### config.mk
export PLATFORM = sky130hd
export DESIGN_NAME = exception_pc_ctrl
export DESIGN_NICKNAME = d
export VERILOG_FILES = /design/src/rtl/pc_ctrl_pkg.sv /design/src/rtl/mem_wait_counter.sv /design/src/rtl/exception_pc_ctrl.sv
export SDC_FILE = /design/constraint.sdc
export NUM_CORES = 1
export LEC_CHECK = 0
export ABC_AREA = 0
export CORE_MARGIN = 2
export CORE_UTILIZATION = 44
export DETAILED_ROUTE_END_ITERATION = 8
export HOLD_SLACK_MARGIN = 0.03
export PLACE_DENSITY = 0.85
export SYNTH_ARGS = -nofsm -noshare
export SYNTH_HDL_FRONTEND = slang
export SYNTH_SLANG_ARGS = --single-unit
### constraint.sdc
create_clock -name clk -period 2.5 [get_ports clk]
set_input_delay 0.5 -clock clk [delete_from_list [all_inputs] [get_ports clk]]
set_output_delay 0.5 -clock clk [all_outputs]
set_load 0.02 [all_outputs]
### src/rtl/pc_ctrl_pkg.sv
// Shared encodings for the exception/PC-source controller: mux select codes, FSM states,
// exception causes and the fixed exception vector bytes.
package pc_ctrl_pkg;

    localparam logic [2:0] PcSrcAlu       = 3'b000;
    localparam logic [2:0] PcSrcAluOut    = 3'b001;
    localparam logic [2:0] PcSrcInstr     = 3'b010;
    localparam logic [2:0] PcSrcEpc       = 3'b011;
    localparam logic [2:0] PcSrcExcTarget = 3'b100;
    localparam logic [2:0] PcSrcVecOpcode = 3'b101;
    localparam logic [2:0] PcSrcVecOvf    = 3'b110;
    localparam logic [2:0] PcSrcVecDiv0   = 3'b111;

    localparam logic [7:0] VecOpcode = 8'd253;
    localparam logic [7:0] VecOvf    = 8'd254;
    localparam logic [7:0] VecDiv0   = 8'd255;

    localparam int unsigned CntW = 3;

    typedef enum logic [2:0] {
        StIdle,
        StSaveEpc,
        StLoadVec,
        StMemWait,
        StJump
    } state_e;

    typedef enum logic [1:0] {
        CauseNone   = 2'b00,
        CauseOpcode = 2'b01,
        CauseOvf    = 2'b10,
        CauseDiv0   = 2'b11
    } cause_e;

    // Opcode beats overflow beats divide-by-zero.
    function automatic cause_e prio_cause(input logic opc, input logic ovf, input logic div0);
        if (opc) begin
            return CauseOpcode;
        end else if (ovf) begin
            return CauseOvf;
        end else if (div0) begin
            return CauseDiv0;
        end
        return CauseNone;
    endfunction

    function automatic logic [2:0] vec_pcsource(input cause_e cause);
        logic [2:0] sel;
        unique case (cause)
            CauseOpcode: sel = PcSrcVecOpcode;
            CauseOvf:    sel = PcSrcVecOvf;
            CauseDiv0:   sel = PcSrcVecDiv0;
            default:     sel = PcSrcAlu;
        endcase
        return sel;
    endfunction

endpackage

### src/rtl/mem_wait_counter.sv
// Down-counter that times the exception vector memory read; done flags a zero count.
module mem_wait_counter
    import pc_ctrl_pkg::*;
(
    input  logic            clk,
    input  logic            reset_n,
    input  logic            i_load,
    input  logic [CntW-1:0] i_load_val,
    input  logic            i_dec,
    output logic            o_done
);

    logic [CntW-1:0] r_cnt;

    always_ff @(posedge clk or negedge reset_n) begin
        if (!reset_n) begin
            r_cnt <= '0;
        end else if (i_load) begin
            r_cnt <= i_load_val;
        end else if (i_dec && (r_cnt != '0)) begin
            r_cnt <= r_cnt - 1'b1;
        end
    end

    assign o_done = (r_cnt == '0);

endmodule

### src/rtl/exception_pc_ctrl.sv
// PC source / exception sequencer: forwards normal PC updates while idle and, on an exception,
// saves EPC, loads the vector address, reads the handler byte and jumps to it.
module exception_pc_ctrl
    import pc_ctrl_pkg::*;
#(
    parameter int unsigned MEM_LATENCY = 2
) (
    input  logic        clk,
    input  logic        reset_n,
    input  logic        pc_req,
    input  logic [1:0]  pc_src_req,
    input  logic        cond_ok,
    input  logic        exc_opcode,
    input  logic        exc_ovf,
    input  logic        exc_div0,
    input  logic [7:0]  mem_byte,
    output logic [2:0]  pcsource,
    output logic        pc_write,
    output logic        epc_write,
    output logic        mem_read,
    output logic [31:0] exc_target,
    output logic        busy,
    output logic [1:0]  exc_cause
);

    state_e     r_state;
    cause_e     r_cause;
    logic [2:0] r_pcsource;
    logic       r_pc_write;
    logic       r_epc_write;
    logic       r_mem_read;
    logic       r_busy;
    logic [7:0] r_vec_byte;

    logic       w_exc;
    logic       w_cnt_load;
    logic       w_cnt_dec;
    logic       w_cnt_done;
    logic       w_norm_write;

    assign w_exc        = exc_opcode | exc_ovf | exc_div0;
    // The branch condition only gates ALUOut; other sources load unconditionally.
    assign w_norm_write = pc_req && ((pc_src_req != 2'b01) || cond_ok);
    assign w_cnt_load   = (r_state == StLoadVec);
    assign w_cnt_dec    = (r_state == StMemWait) && !w_cnt_done;

    mem_wait_counter u_mem_wait_counter (
        .clk        (clk),
        .reset_n    (reset_n),
        .i_load     (w_cnt_load),
        .i_load_val (CntW'(MEM_LATENCY - 1)),
        .i_dec      (w_cnt_dec),
        .o_done     (w_cnt_done)
    );

    always_ff @(posedge clk or negedge reset_n) begin
        if (!reset_n) begin
            r_state     <= StIdle;
            r_cause     <= CauseNone;
            r_pcsource  <= PcSrcAlu;
            r_pc_write  <= 1'b0;
            r_epc_write <= 1'b0;
            r_mem_read  <= 1'b0;
            r_busy      <= 1'b0;
            r_vec_byte  <= '0;
        end else begin
            // Strobes are single-cycle unless a state re-asserts them.
            r_pc_write  <= 1'b0;
            r_epc_write <= 1'b0;
            r_mem_read  <= 1'b0;
            unique case (r_state)
                StIdle: begin
                    if (w_exc) begin
                        r_state     <= StSaveEpc;
                        r_epc_write <= 1'b1;
                        r_busy      <= 1'b1;
                        r_cause     <= prio_cause(exc_opcode, exc_ovf, exc_div0);
                    end else if (w_norm_write) begin
                        r_pc_write <= 1'b1;
                        r_pcsource <= {1'b0, pc_src_req};
                    end
                end
                StSaveEpc: begin
                    r_state    <= StLoadVec;
                    r_pc_write <= 1'b1;
                    r_pcsource <= vec_pcsource(r_cause);
                end
                StLoadVec: begin
                    r_state    <= StMemWait;
                    r_mem_read <= 1'b1;
                end
                StMemWait: begin
                    if (w_cnt_done) begin
                        r_state    <= StJump;
                        r_pc_write <= 1'b1;
                        r_pcsource <= PcSrcExcTarget;
                        r_vec_byte <= mem_byte;
                    end else begin
                        r_mem_read <= 1'b1;
                    end
                end
                StJump: begin
                    r_state <= StIdle;
                    r_busy  <= 1'b0;
                end
                default: begin
                    r_state <= StIdle;
                    r_busy  <= 1'b0;
                end
            endcase
        end
    end

    assign pcsource   = r_pcsource;
    assign pc_write   = r_pc_write;
    assign epc_write  = r_epc_write;
    assign mem_read   = r_mem_read;
    assign busy       = r_busy;
    assign exc_target = {24'h000000, r_vec_byte};
    assign exc_cause  = r_cause;

endmodule

==> results.ini <==
[status]
status=completed

[timing]
finClkSkew_ns=0.003116
finalCriticalPeriod_ns=1.831
rsz0062_at_grt=no
final_hold_viol_count=0
drv_slew=0
fmax_ghz=0.5460
fin_tns_setup_ns=0
setup_viol=0
finalCritPeriodShare_pct=73.25

[setup_path]
cp_max_fo=4
worst_ep_required_time_ns=2.00
end_kind=primary output
cp_slowest_cell=clkdlybuf4s50_1
critPathLaunchType=flip-flop
critPathArrivalTime_ns=1.33
cp_cell_sequence=clkdlybuf4s50_1
critPathTopFamily=buffers and inverters
crit_buf_inv=1
r2r_end=r_vec_byte[6]
ff2ff_setup_slack_ns=0.80
path_class=flip-flop to primary output
r2r_start=u_mem_wait_counter.r_cnt[0]
slowest_delay_ns=0.62
cp.depth=1
ff2ff_path_depth=5

[drt]
ant_nets=0
first_pass_iters=4
post_drt_wl_per_cell_um=12.78
avgViaCountPerCell=4.821
drcViolationCount=0
wl_mm=2.287
vias=863
drt_iter0_drc=22

[hold_path]
whs_path_depth=1
hp-class=flip-flop to flip-flop
worstHoldEndpoint=busy
min-delay-start=busy

[floorplanning]
chipWidth_um=56.90
dieHeight_um=56.90
num_rows=19
coreArea_um2=2710
initial_core_util_pct=45.43
boundaryPins=58
die_area_um2=3237

[power]
combPwrFrac_pct=54.6
seqPwrFrac_pct=36.2
swShare_pct=40.86
leakagePower_nw=0.7106
clkPwrFrac_pct=9.2
intPower_mw=1.110
netSwitchingPower_mw=0.7672
peakVddDrop_uv=739.3
powerDensity_nw_per_um2=1228

[logic_synthesis]
ys_seq_elements=23
ys_types=31
syn-cell-area_um2=1231
syn_area_per_cell_um2=10.90
yosysSeqAreaShare_pct=46.75
netlist_instances=113
synth_warnings=0

[final_layout]
diodes=0
nFillCells=253
final_cell_mix=clkdlybuf4s50_1 (33), conb_1 (24), dfrtp_1 (23)
nets=168
area_growth_pct=24.19
layout_commonest_cell=clkdlybuf4s50_1
layout-drive-gt1-share_pct=14.19
postLayoutCoreUtil_pct=56.42

[cts]
cts_resized=0
cts_max_level=1
cts.sinks=23
cts_buffer_depth=2
cts_hold_buffers=0
cts_tree=done
clk_latency_ns=0.31
postCtsSetupRepairBufs=0
cts_buffers=3
root_buffer=clkbuf_4
path_clk_slew_ns=0.12

[placed_design]
dpl.hpwl_mm=1.772
portBuffers=33
place_congestion=0.8080

[grt]
grt_pass1_vias=862
grt_max_degree=24
grt_pass1_wl_mm=3.650
antenna_found_initial=0
grt-ovfl-total=0
grt_usage_pct=14.89

[run]
drv_cap=0

[routing by layer]
metal / vias up / GRT usage (%) / wire [um] / share of wire (%)
met4: 0 / 8.638 / 43 / 1.9
met3: 5 / 3.456 / 123 / 5.4
li1: 399 / - / - / -
met5: - / 0 / 0 / 0
met1: 427 / 16.15 / 928 / 41
met2: 32 / 26.11 / 1192 / 52
[registers in the layout, indices dropped and copies added (netlist names)]
name	flops
epc_write	1
pcsource	3
pc_write	1
u_mem_wait_counter.r_cnt	3
r_state	3
busy	1
mem_read	1
r_vec_byte	8
exc_cause	2
[area by class of cell]
cell class,count,area [um2],share of cell area (%)
flip-flops and latches,23,575.6,37.64
inverters,10,37.54,2.455
repair buffers,34,337.8,22.09
clock inverters,1,5.005,0.3273
clock buffers,3,22.52,1.473
multi-input cells,77,511.7,33.47
well taps,31,38.79,2.537
[kinds of logic (layout without fill, tap and decap cells)]
| family | count (synthesis) | in the layout | synth area share (%) |
|---|---|---|---|
| AO/OA/AOI/OAI | 18 | 18 | 10.57 |
| other | 1 | 24 | 0.3046 |
| multiplexers | 11 | 11 | 10.16 |
| AND/OR/NAND/NOR | 22 | 22 | 11.48 |
| adder cells (fa/ha/maj) | 2 | 2 | 2.032 |
| flip-flops | 23 | 23 | 46.75 |
| buffers and inverters | 36 | 48 | 18.70 |
[per-stage QoR]
| stage | worst slack [ns] | power (mW) | hold WS, ns | instances | area, um2 |
|---|---|---|---|---|---|
| floorplan | 0.8934 | 1.352 | 0.2044 | 136 | 1318 |
| finish | 0.6686 | 1.877 | 0.4961 | 179 | 1529 |
| global placement | 0.4203 | 1.673 | 0.4714 | 175 | 1501 |
| CTS | 0.6577 | 1.890 | 0.5007 | 179 | 1529 |
| global route | 0.6303 | 1.997 | 0.5274 | 179 | 1529 |
| detailed placement | 0.3786 | 1.716 | 0.4720 | 175 | 1501 |
[power by group through the flow]
| stage | registers, mW | logic [mW] | clock network (mW) |
|---|---|---|---|
| after floorplan | 0.805 | 0.547 | 0 |
| after global placement | 0.677 | 0.995 | 0 |
| after detailed placement | 0.687 | 1.03 | 0 |
| after CTS | 0.679 | 1.03 | 0.180 |
| after global routing | 0.704 | 1.10 | 0.197 |
| final | 0.680 | 1.02 | 0.173 |
[synthesized netlist by cell type]
master,n,area share (%)
nand4b_1,1,0.71
a41oi_4,1,2.2
nor3_1,2,0.81
or3b_4,1,0.91
dfrtp_1,23,47
o21ai_0,5,2.0
mux2_2,8,7.3
nor3b_1,1,0.61
inv_1,10,3.0
nand2_1,2,0.61
a21o_1,1,0.61
nor2b_1,2,1.0
nor2_1,4,1.2
ha_1,2,2.0
a32oi_1,1,0.71
a31oi_1,1,0.51
and2b_1,1,0.61
or2_2,1,0.51
mux2i_1,2,1.6
nand2b_1,2,1.0
a22oi_1,1,0.61
conb_1,1,0.30
a21oi_2,1,0.71
nor3_2,2,1.6
nand4_2,1,1.0
buf_2,1,0.41
buf_4,25,15
a22o_1,1,0.71
a21oi_1,6,2.4
nand3_1,2,0.81
mux2_4,1,1.2
[worst max path at each step]
stage	slack (ns)	to	startpoint
finish	0.67	exc_cause[1]	exc_cause[1]
global placement	0.42	pcsource[2]	pc_src_req[0]
detailed placement	0.38	pcsource[2]	pc_src_req[0]
global route	0.63	exc_cause[1]	exc_cause[1]
floorplan	0.89	pcsource[2]	pc_src_req[1]
CTS	0.66	exc_cause[1]	exc_cause[1]
(Power assumes the default switching activity.)
